[src/rtl/jtag_pkg.sv]
// jtag_pkg: opcodes, FSM state encoding and packet constants shared by the JTAG command decoder.
//   OP_WRITE / OP_READ / OP_STATUS : first byte of every packet
//   HDR_LEN                        : header bytes before the payload (opcode, addr hi, addr lo, len)
//   state_t                        : decoder FSM states
package jtag_pkg;
    localparam logic [7:0] OP_WRITE  = 8'h01;
    localparam logic [7:0] OP_READ   = 8'h02;
    localparam logic [7:0] OP_STATUS = 8'h03;
    localparam int HDR_LEN = 4;
    typedef enum logic [3:0] {
        S_IDLE, S_ADDR_HI, S_ADDR_LO, S_LEN, S_WDATA, S_RFETCH, S_RWAIT, S_RSEND, S_ERROR
    } state_t;
endpackage

[src/rtl/jtag_cmd_decoder_if.sv]
// jtag_cmd_decoder_if: byte streams and buffer port around the JTAG command decoder.
//   rx_data/rx_done : byte stream from the JTAG receiver (rx_done is a one-cycle pulse)
//   tx_data/tx_done : response byte for the transmitter and its byte-finished pulse
//   mem_*           : byte-wide buffer port; mem_rdata is valid the cycle after mem_re
//   master          : decoder side; slave : receiver/transmitter/buffer side
interface jtag_cmd_decoder_if #(parameter int ADDR_W = 16);
    logic [7:0]        rx_data;
    logic              rx_done;
    logic [7:0]        tx_data;
    logic              tx_done;
    logic [ADDR_W-1:0] mem_addr;
    logic [7:0]        mem_wdata;
    logic              mem_we;
    logic              mem_re;
    logic [7:0]        mem_rdata;
    modport master (
        input  rx_data, rx_done, tx_done, mem_rdata,
        output tx_data, mem_addr, mem_wdata, mem_we, mem_re
    );
    modport slave (
        output rx_data, rx_done, tx_done, mem_rdata,
        input  tx_data, mem_addr, mem_wdata, mem_we, mem_re
    );
endinterface

[src/rtl/jtag_addr_ctr.sv]
// jtag_addr_ctr: buffer address and remaining-transfer count shared by the write and read paths.
//   clk, rst_n      : clock and asynchronous active-low reset
//   ld_addr/addr_in : load the packet address
//   ld_cnt/cnt_in   : load the remaining count (LEN)
//   inc             : step to the next byte (address wraps modulo 2^ADDR_W, count decrements)
//   addr            : current buffer address
//   last            : current byte is the final one of the packet
module jtag_addr_ctr #(parameter int ADDR_W = 16) (
    input  logic              clk,
    input  logic              rst_n,
    input  logic              ld_addr,
    input  logic [ADDR_W-1:0] addr_in,
    input  logic              ld_cnt,
    input  logic [7:0]        cnt_in,
    input  logic              inc,
    output logic [ADDR_W-1:0] addr,
    output logic              last
);
    logic [7:0] cnt;
    always_ff @(posedge clk or negedge rst_n)
        if (!rst_n) begin
            addr <= '0;
            cnt  <= '0;
        end else begin
            addr <= ld_addr ? addr_in : inc ? addr + 1'b1 : addr;
            cnt  <= ld_cnt ? cnt_in : inc ? cnt - 1'b1 : cnt;
        end
    assign last = cnt == 8'd0;
endmodule

[src/rtl/jtag_cmd_decoder.sv]
// jtag_cmd_decoder: parses JTAG command packets into buffer writes/reads and STATUS replies.
//   TCK, TRSTn : shift clock and asynchronous active-low reset
//   TCS        : frame select; high aborts any packet and returns to IDLE
//   bus        : receiver/transmitter byte streams and buffer port (master side)
//   busy       : FSM is not IDLE
//   err        : sticky protocol error, cleared by a STATUS packet
//   pkt_done   : one-cycle pulse when a packet completes
module jtag_cmd_decoder import jtag_pkg::*; #(parameter int ADDR_W = 16) (
    input  logic               TCK,
    input  logic               TRSTn,
    input  logic               TCS,
    jtag_cmd_decoder_if.master bus,
    output logic               busy,
    output logic               err,
    output logic               pkt_done
);
    state_t      state, state_n;
    logic        rd_op, rd_op_n, busy_hist, hist_n, err_n, pkt_n, we_n;
    logic        ld_addr, ld_cnt, rd_inc, last;
    logic [7:0]  addr_hi, hi_n, tx_n, wdata_n;
    logic [15:0] pkt_addr;
    logic        unused_addr_bits;
    // Address bits above ADDR_W are carried by the packet but deliberately dropped.
    assign pkt_addr         = {addr_hi, bus.rx_data};
    assign unused_addr_bits = ^pkt_addr;
    assign busy             = state != S_IDLE;
    assign bus.mem_re       = state == S_RFETCH;
    // Writes advance the address the cycle after their strobe so the strobe sees the current address.
    jtag_addr_ctr #(.ADDR_W(ADDR_W)) u_ctr (
        .clk(TCK), .rst_n(TRSTn),
        .ld_addr(ld_addr), .addr_in(pkt_addr[ADDR_W-1:0]),
        .ld_cnt(ld_cnt), .cnt_in(bus.rx_data),
        .inc(bus.mem_we | rd_inc),
        .addr(bus.mem_addr), .last(last)
    );
    always_ff @(posedge TCK or negedge TRSTn)
        if (!TRSTn) begin
            state         <= S_IDLE;
            rd_op         <= 1'b0;
            addr_hi       <= 8'h00;
            busy_hist     <= 1'b0;
            err           <= 1'b0;
            pkt_done      <= 1'b0;
            bus.tx_data   <= 8'h00;
            bus.mem_wdata <= 8'h00;
            bus.mem_we    <= 1'b0;
        end else begin
            state         <= state_n;
            rd_op         <= rd_op_n;
            addr_hi       <= hi_n;
            busy_hist     <= hist_n;
            err           <= err_n;
            pkt_done      <= pkt_n;
            bus.tx_data   <= tx_n;
            bus.mem_wdata <= wdata_n;
            bus.mem_we    <= we_n;
        end
    always_comb begin
        state_n = state;
        rd_op_n = rd_op;
        hi_n    = addr_hi;
        hist_n  = busy_hist;
        err_n   = err;
        tx_n    = bus.tx_data;
        wdata_n = bus.mem_wdata;
        pkt_n   = 1'b0;
        we_n    = 1'b0;
        ld_addr = 1'b0;
        ld_cnt  = 1'b0;
        rd_inc  = 1'b0;
        if (TCS) begin
            state_n = S_IDLE;
            if (state != S_IDLE) hist_n = state != S_ERROR;
        end else case (state)
            S_IDLE: if (bus.rx_done) begin
                if (bus.rx_data == OP_WRITE || bus.rx_data == OP_READ) begin
                    state_n = S_ADDR_HI;
                    rd_op_n = bus.rx_data == OP_READ;
                end else if (bus.rx_data == OP_STATUS) begin
                    tx_n   = {6'b0, err, busy_hist};
                    err_n  = 1'b0;
                    hist_n = 1'b0;
                    pkt_n  = 1'b1;
                end else begin
                    err_n   = 1'b1;
                    state_n = S_ERROR;
                end
            end
            S_ADDR_HI: if (bus.rx_done) begin
                hi_n    = bus.rx_data;
                state_n = S_ADDR_LO;
            end
            S_ADDR_LO: if (bus.rx_done) begin
                ld_addr = 1'b1;
                state_n = S_LEN;
            end
            S_LEN: if (bus.rx_done) begin
                ld_cnt  = 1'b1;
                state_n = rd_op ? S_RFETCH : S_WDATA;
            end
            // A byte arriving during the strobe cycle is dropped so strobes never touch.
            S_WDATA: if (bus.rx_done && !bus.mem_we) begin
                we_n    = 1'b1;
                wdata_n = bus.rx_data;
                if (last) begin
                    pkt_n   = 1'b1;
                    hist_n  = 1'b0;
                    state_n = S_IDLE;
                end
            end
            S_RFETCH: state_n = S_RWAIT;
            S_RWAIT: begin
                tx_n    = bus.mem_rdata;
                state_n = S_RSEND;
            end
            S_RSEND: if (bus.tx_done) begin
                if (last) begin
                    pkt_n   = 1'b1;
                    hist_n  = 1'b0;
                    state_n = S_IDLE;
                end else begin
                    rd_inc  = 1'b1;
                    state_n = S_RFETCH;
                end
            end
            default: ;
        endcase
    end
endmodule

[src/flat_wrapper.sv]
// flat-port wrapper written by rule: the top's interface ports become plain ports
module jtag_cmd_decoder_flat import jtag_pkg::*;
#(parameter int ADDR_W = 16)
  (TCK, TRSTn, TCS, busy, err, pkt_done, bus_rx_data, bus_rx_done, bus_tx_done, bus_mem_rdata, bus_tx_data, bus_mem_addr, bus_mem_wdata, bus_mem_we, bus_mem_re);
  jtag_cmd_decoder_if #(.ADDR_W(ADDR_W)) bus_i ();
  input  logic TCK;
  input  logic TRSTn;
  input  logic TCS;
  output logic busy;
  output logic err;
  output logic pkt_done;
  input wire logic [$bits(bus_i.rx_data)-1:0] bus_rx_data;
  input wire logic [$bits(bus_i.rx_done)-1:0] bus_rx_done;
  input wire logic [$bits(bus_i.tx_done)-1:0] bus_tx_done;
  input wire logic [$bits(bus_i.mem_rdata)-1:0] bus_mem_rdata;
  output wire logic [$bits(bus_i.tx_data)-1:0] bus_tx_data;
  output wire logic [$bits(bus_i.mem_addr)-1:0] bus_mem_addr;
  output wire logic [$bits(bus_i.mem_wdata)-1:0] bus_mem_wdata;
  output wire logic [$bits(bus_i.mem_we)-1:0] bus_mem_we;
  output wire logic [$bits(bus_i.mem_re)-1:0] bus_mem_re;
  assign bus_i.rx_data = bus_rx_data;
  assign bus_i.rx_done = bus_rx_done;
  assign bus_i.tx_done = bus_tx_done;
  assign bus_i.mem_rdata = bus_mem_rdata;
  assign bus_tx_data = bus_i.tx_data;
  assign bus_mem_addr = bus_i.mem_addr;
  assign bus_mem_wdata = bus_i.mem_wdata;
  assign bus_mem_we = bus_i.mem_we;
  assign bus_mem_re = bus_i.mem_re;
  jtag_cmd_decoder #(.ADDR_W(ADDR_W)) u_core (.TCK(TCK), .TRSTn(TRSTn), .TCS(TCS), .bus(bus_i), .busy(busy), .err(err), .pkt_done(pkt_done));
endmodule
[config.mk]
export PLATFORM = sky130hd
export DESIGN_NAME = jtag_cmd_decoder_flat
export DESIGN_NICKNAME = d
export VERILOG_FILES = /design/src/rtl/jtag_pkg.sv /design/src/rtl/jtag_cmd_decoder_if.sv /design/src/rtl/jtag_addr_ctr.sv /design/src/rtl/jtag_cmd_decoder.sv /design/src/flat_wrapper.sv
export SDC_FILE = /design/constraint.sdc
export NUM_CORES = 1
export LEC_CHECK = 0
export ABC_CLOCK_PERIOD_IN_PS = 2300
export BUFFER_PORTS_ARGS = -buffer_cell sky130_fd_sc_hd__clkbuf_2
export CORE_ASPECT_RATIO = 0.6
export CORE_UTILIZATION = 52
export DETAILED_ROUTE_END_ITERATION = 6
export PLACE_DENSITY = 0.8
export SYNTH_ARGS = -nofsm -noshare
export SYNTH_HDL_FRONTEND = slang
export SYNTH_SLANG_ARGS = --single-unit
[constraint.sdc]
create_clock -name TCK -period 2.3 [get_ports TCK]
set_input_delay 0 -clock TCK [delete_from_list [all_inputs] [get_ports TCK]]
set_output_delay 0 -clock TCK [all_outputs]
set_load 0.01 [all_outputs]
# After elaboration in Yosys (flattened, before gate mapping)
# Index checks and enable logic that the tools add are counted.
# classes
n_lt_le_gt_ge	0
n_shift	0
bitwise	3
n_eq_ne	25
n_reduce_logical	18
n_div	0
n_addsub	2
muxes	51
n_mul	0
# ops
operator	n
$mux 4	10
$mux 8	5
$mux 16	2
$pmux 4 s8	1
$mux 1	29
$ne 3x3->1 const B	6
$add 16x1->16 const B	1
$eq 4x3->1 const B	4
$eq 8x2->1 const B	2
$pmux 8 s2	1
$ne 3x2->1 const B	3
$reduce_and 9->1	1
$reduce_bool 9->1	1
$eq 4x2->1 const B	2
$eq 8x1->1 const B	1
$logic_not 8->1	1
$reduce_and 4->1	2
$reduce_bool 4->1	2
$sub 8x1->8 const B	1
$reduce_and 7->1	1
$pmux 1 s3	2
$reduce_and 3->1	2
$reduce_bool 2->1	3
$reduce_and 5->1	1
other kinds (12)	15
# totals
romBits	0
word_cells	110
latch_bits	0
in_bits	21
out_inout_bits	37
ram_bits	0
register_bits	57
memories	0

# Longest topological paths before layout
# depth
word_depth	8
mapped_depth	8
depth_no_buf	7

# Hierarchy
# From an unflattened synthesis, not the netlist that was laid out.
# unflattened
cells_unflattened	299
hier_area_um2	3138.0
# modules_own_cells
mod	seq_area_each_um2	area_per_inst_um2	cells_per_inst	instances
jtag_cmd_decoder	825.8	1808.0	153	1
jtag_addr_ctr	600.6	1330.0	146	1

# Worst setup path before layout
# Ideal clock, no wire load.
# synth_path
path_kind	flip-flop to flip-flop
startpoint	reg u_core.state[1]
endpoint	reg u_core.rd_op
path_slack_ns	0.453
n_path_buf	0
required_ns	2.179
setup_ns	0.121
arrival_time_ns	1.726
synth_period_minus_slack_ns	1.847
stages_incl_launch_ff	8
path_cell_list	dfrtp_1 or2_2 nor3_2 inv_1 nor3b_1 nand3_1 a21oi_1 nor2_1
# synth_between
elab_chain_len	2
# synth_rtl
item	line_no	text
start: declaration	jtag_cmd_decoder.sv:17	state_t state, state_n;
start signal: assignment	jtag_cmd_decoder.sv:48	state <= state_n;
$logic_not 4->1	jtag_cmd_decoder.sv:74	end else case (state)
$reduce_and 4->1 (no line)	-	
end signal: assignment	jtag_cmd_decoder.sv:49	rd_op <= rd_op_n;
end: declaration	jtag_cmd_decoder.sv:18	logic rd_op, rd_op_n, busy_hist, hist_n, err_n, pkt_n, we_n;
# Every way passes these cells.
# A chain may end at the register's enable or synchronous reset.

# Worst setup path after layout
# layout_path
startpoint	reg u_core.state[1]
endpoint	reg u_core.state[2]
# layout_between
elab_chain_len	3
word_cells_on_any_way	20
classes_between	eq/ne: 15; mux: 2; reduce/logical: 3
# layout_rtl
item	line_no
$eq 4x3->1, or another cell as far along	jtag_cmd_decoder.sv:74
$reduce_bool 9->1 (no line), or another cell as far along	-
$reduce_and 9->1 (no line) / $mux 4 (equally long branches)	-
# Parallel ways exist; a longest one is shown, timed or not.

==> summary.txt <==
Main synth FF type -> dfrtp_1
Arr. time, crit path -> 2.36 ns
Post-synthesis sequential area ratio -> 46.55%
Static leakage -> 1.720 nW
PostCTS Resize Cnt -> 0
WS Path Type -> flop to flop
Die extent in x -> 101.1 um
Mapped cell area -> 0.003064 mm^2
Worst Setup End Kind -> flop
Hold path depth -> 3
Clock Skew -> 0.007852 ns
Vias -> 2812
GR Util All Layers -> 28.39%
Final hold slack -> 0.01531 ns
DP Area -> 0.003438 mm^2
Share of cells above drive strength 1 -> 28.32%
Yosys cell types -> 57
Setup TNS -> 0 ns
Final antenna-violating net count -> 0
Post-layout min period -> 2.126 ns
Largest net degree at the start of global routing -> 28
CP max FO -> 14
R2R depth -> 5
Synth cell count leaders -> dfrtp_1 (57), nor2_1 (40), nand2_1 (28)
Cells after synthesis -> 323
Largest area contributor in the netlist -> dfrtp_1
Sink Count -> 57
Initial drt markers -> 160
Synth Warn # -> 0
CP required -> 2.53 ns
Starting Density -> 54.49%
Async set-or-reset flop fraction in the synthesized netlist -> 100.0%
Area contributors post-synth -> dfrtp_1 (47%), mux2_2 (6.6%), nor2_1 (4.9%)
Die Area -> 0.006214 mm^2
DR pass1 iterations -> 4
Clk Latency, worst-skew pair -> 0.35 ns
Count of buffer and inverter cells on the critical path -> 0
Reg-to-Reg Start -> u_core.state[1]
Status -> finished clean
Clock root buffer -> clkbuf_8
Worst hold path type -> input port to flop
Final WL -> 7.903 mm
Min-delay src -> bus_rx_data[5]
First-pass GRT wire length -> 12.77 mm
Area grow syn2layout -> 21.93%
Worst vdd ir -> 0.3637 mV
DR WL/cell -> 16.50 um
Initial antenna violation count -> 0
Core ar. -> 0.005623 mm^2
Clock transition at the registers of the reported paths -> 0.07 ns
RR Endpoint -> u_core.state[2]
Ant diodes -> 0
Count leader, synth -> dfrtp_1
Yosys top cell area share -> 46.55%
Syn_area_per_cell -> 9.487 um^2
Register area -> 0.001426 mm^2
Pwr/cell area -> 651.8 mW/mm^2
Design area -> 0.003736 mm^2
Routability cong. -> 0.9798
Post-CTS Setup Repair Bufs -> 0
EDFF count, synth -> 0
Final period util -> 92.43%
Reg2Reg Setup Slack -> 0.17 ns
# DRC -> 0
Startpoint class of the critical path -> flop
Max Clk Rate -> 470.4 MHz
Die Y -> 61.46 um
Nets@finish -> 417
Worst path max stage delay -> 0.54 ns
Vias per inst -> 5.871
TritonCTS Buffers -> 9
Grt ovf -> 0
# rows -> 21
Clock Path Buffers -> 2
RSZ-0062 raised after global routing -> false
Hold_buf cts -> 12
Delay-heaviest family, CP -> simple AND/OR/NAND/NOR gates
Num ports -> 58
H-tree Lvls -> 3
CP max stage cell -> dfrtp_1
Worst slew pin tran -> 0.6063 ns
Port bufs -> 57
Final Hold Fails -> 0
Slew Limit Headroom -> 59.58%
Multi-input logic area -> 0.001521 mm^2
CTS tree -> yes
Filler cell count -> 459
Hold EP -> u_core.u_ctr.addr[5]
Crit-path cells -> or2_2 > nor3_2 > a31oi_1 > o22ai_1 > mux2_2
Mapped Nets -> 346
Final setup fails -> 0
Yosys reg bits -> 57
Max-cap violations -> 0
Max-slew violation count -> 0
Detailed Place HPWL -> 5.639 mm
Number of global-route vias before repair -> 2495
routing by layer:
| layer | vias to the layer above | routed length (um) | GRT usage (%) |
|---|---|---|---|
| met2 | 116 | 3216 | 40.33 |
| met5 | - | 0 | 0 |
| met4 | 0 | 90 | 10.35 |
| met1 | 1358 | 3917 | 42.22 |
| met3 | 10 | 679 | 6.924 |
| li1 | 1328 | - | - |
worst max-delay path by stage:
stage                                        to  slack, ns  cells past startpoint       startpoint
after floorplan                    u_core.rd_op       0.45                      7  u_core.state[1]
after detailed placement           u_core.rd_op       0.22                      8  u_core.state[1]
final                           u_core.state[2]       0.17                      5  u_core.state[1]
after CTS                          u_core.rd_op       0.20                      8  u_core.state[1]
after global routing               u_core.rd_op       0.04                      8  u_core.state[1]
after global placement    u_core.bus.tx_data[2]       0.27                      7  u_core.state[1]
metrics by stage:
step                      std cells  utilization, %  setup slack (ns)  power, W
final                           479           66.44            0.1740  0.002435
after global routing            479           66.44           0.03728  0.002551
after CTS                       479           66.44            0.1958  0.002441
after detailed placement        451           61.15            0.2246  0.001577
after global placement          451           61.15            0.2671  0.001563
after floorplan                 323               -            0.4534  0.001395
cell families after synthesis:
logic type      after synthesis  synth area share [%]
simple gates                137                 23.85
mux                          18                 6.615
fa+ha+maj                     2                0.8165
compound gates               78                 17.23
xor+xnor                      4                 1.144
flops                        57                 46.55
buf+inv                      27                 3.797
cell type report:
type / count / area share (%)
timing repair buffer: 79 / 12.86
clock buffer: 9 / 3.315
multi-input combinational: 239 / 40.72
clock inverter: 7 / 1.440
inverter: 8 / 0.8038
tap: 80 / 2.679
sequential: 57 / 38.18
power by group:
group | internal [W] | switching [W]
registers | 0.00110 | 0.000103
logic | 0.000175 | 0.000203
clock network | 0.000396 | 0.000458
layout by cell type, fill, tap and decap left out, types with 5 or more instances in the layout:
cell type      netlist  final
nand3_1             12     12
a22o_1               6      6
or4_1                8      8
clkbuf_2             0     57
a31oi_1             17     17
a21oi_1              9      9
inv_1                8      8
mux2_2              18     18
nand2_1             28     28
nor2_1              40     40
o211ai_1             5      5
buf_4                1     10
o21ai_0             17     17
dlygate4sd3_1        0     12
dfrtp_1             57     57
or3_1                8      8
clkbuf_8             0      9
nand2b_1             8      8
worst min-delay path, cell delays in order:
cell and delay, ns:
clkbuf_2 0.15, nor2_1 0.13, a31oi_1 0.05
sequential cells by signal, summed over array words and instances (netlist names), 4 cells and up:
signal	flops
u_core.u_ctr.addr	16
u_core.bus.tx_data	8
u_core.addr_hi	8
u_core.bus.mem_wdata	8
u_core.u_ctr.cnt	8
u_core.state	4
Note: power is estimated with default switching activity, not from simulation.
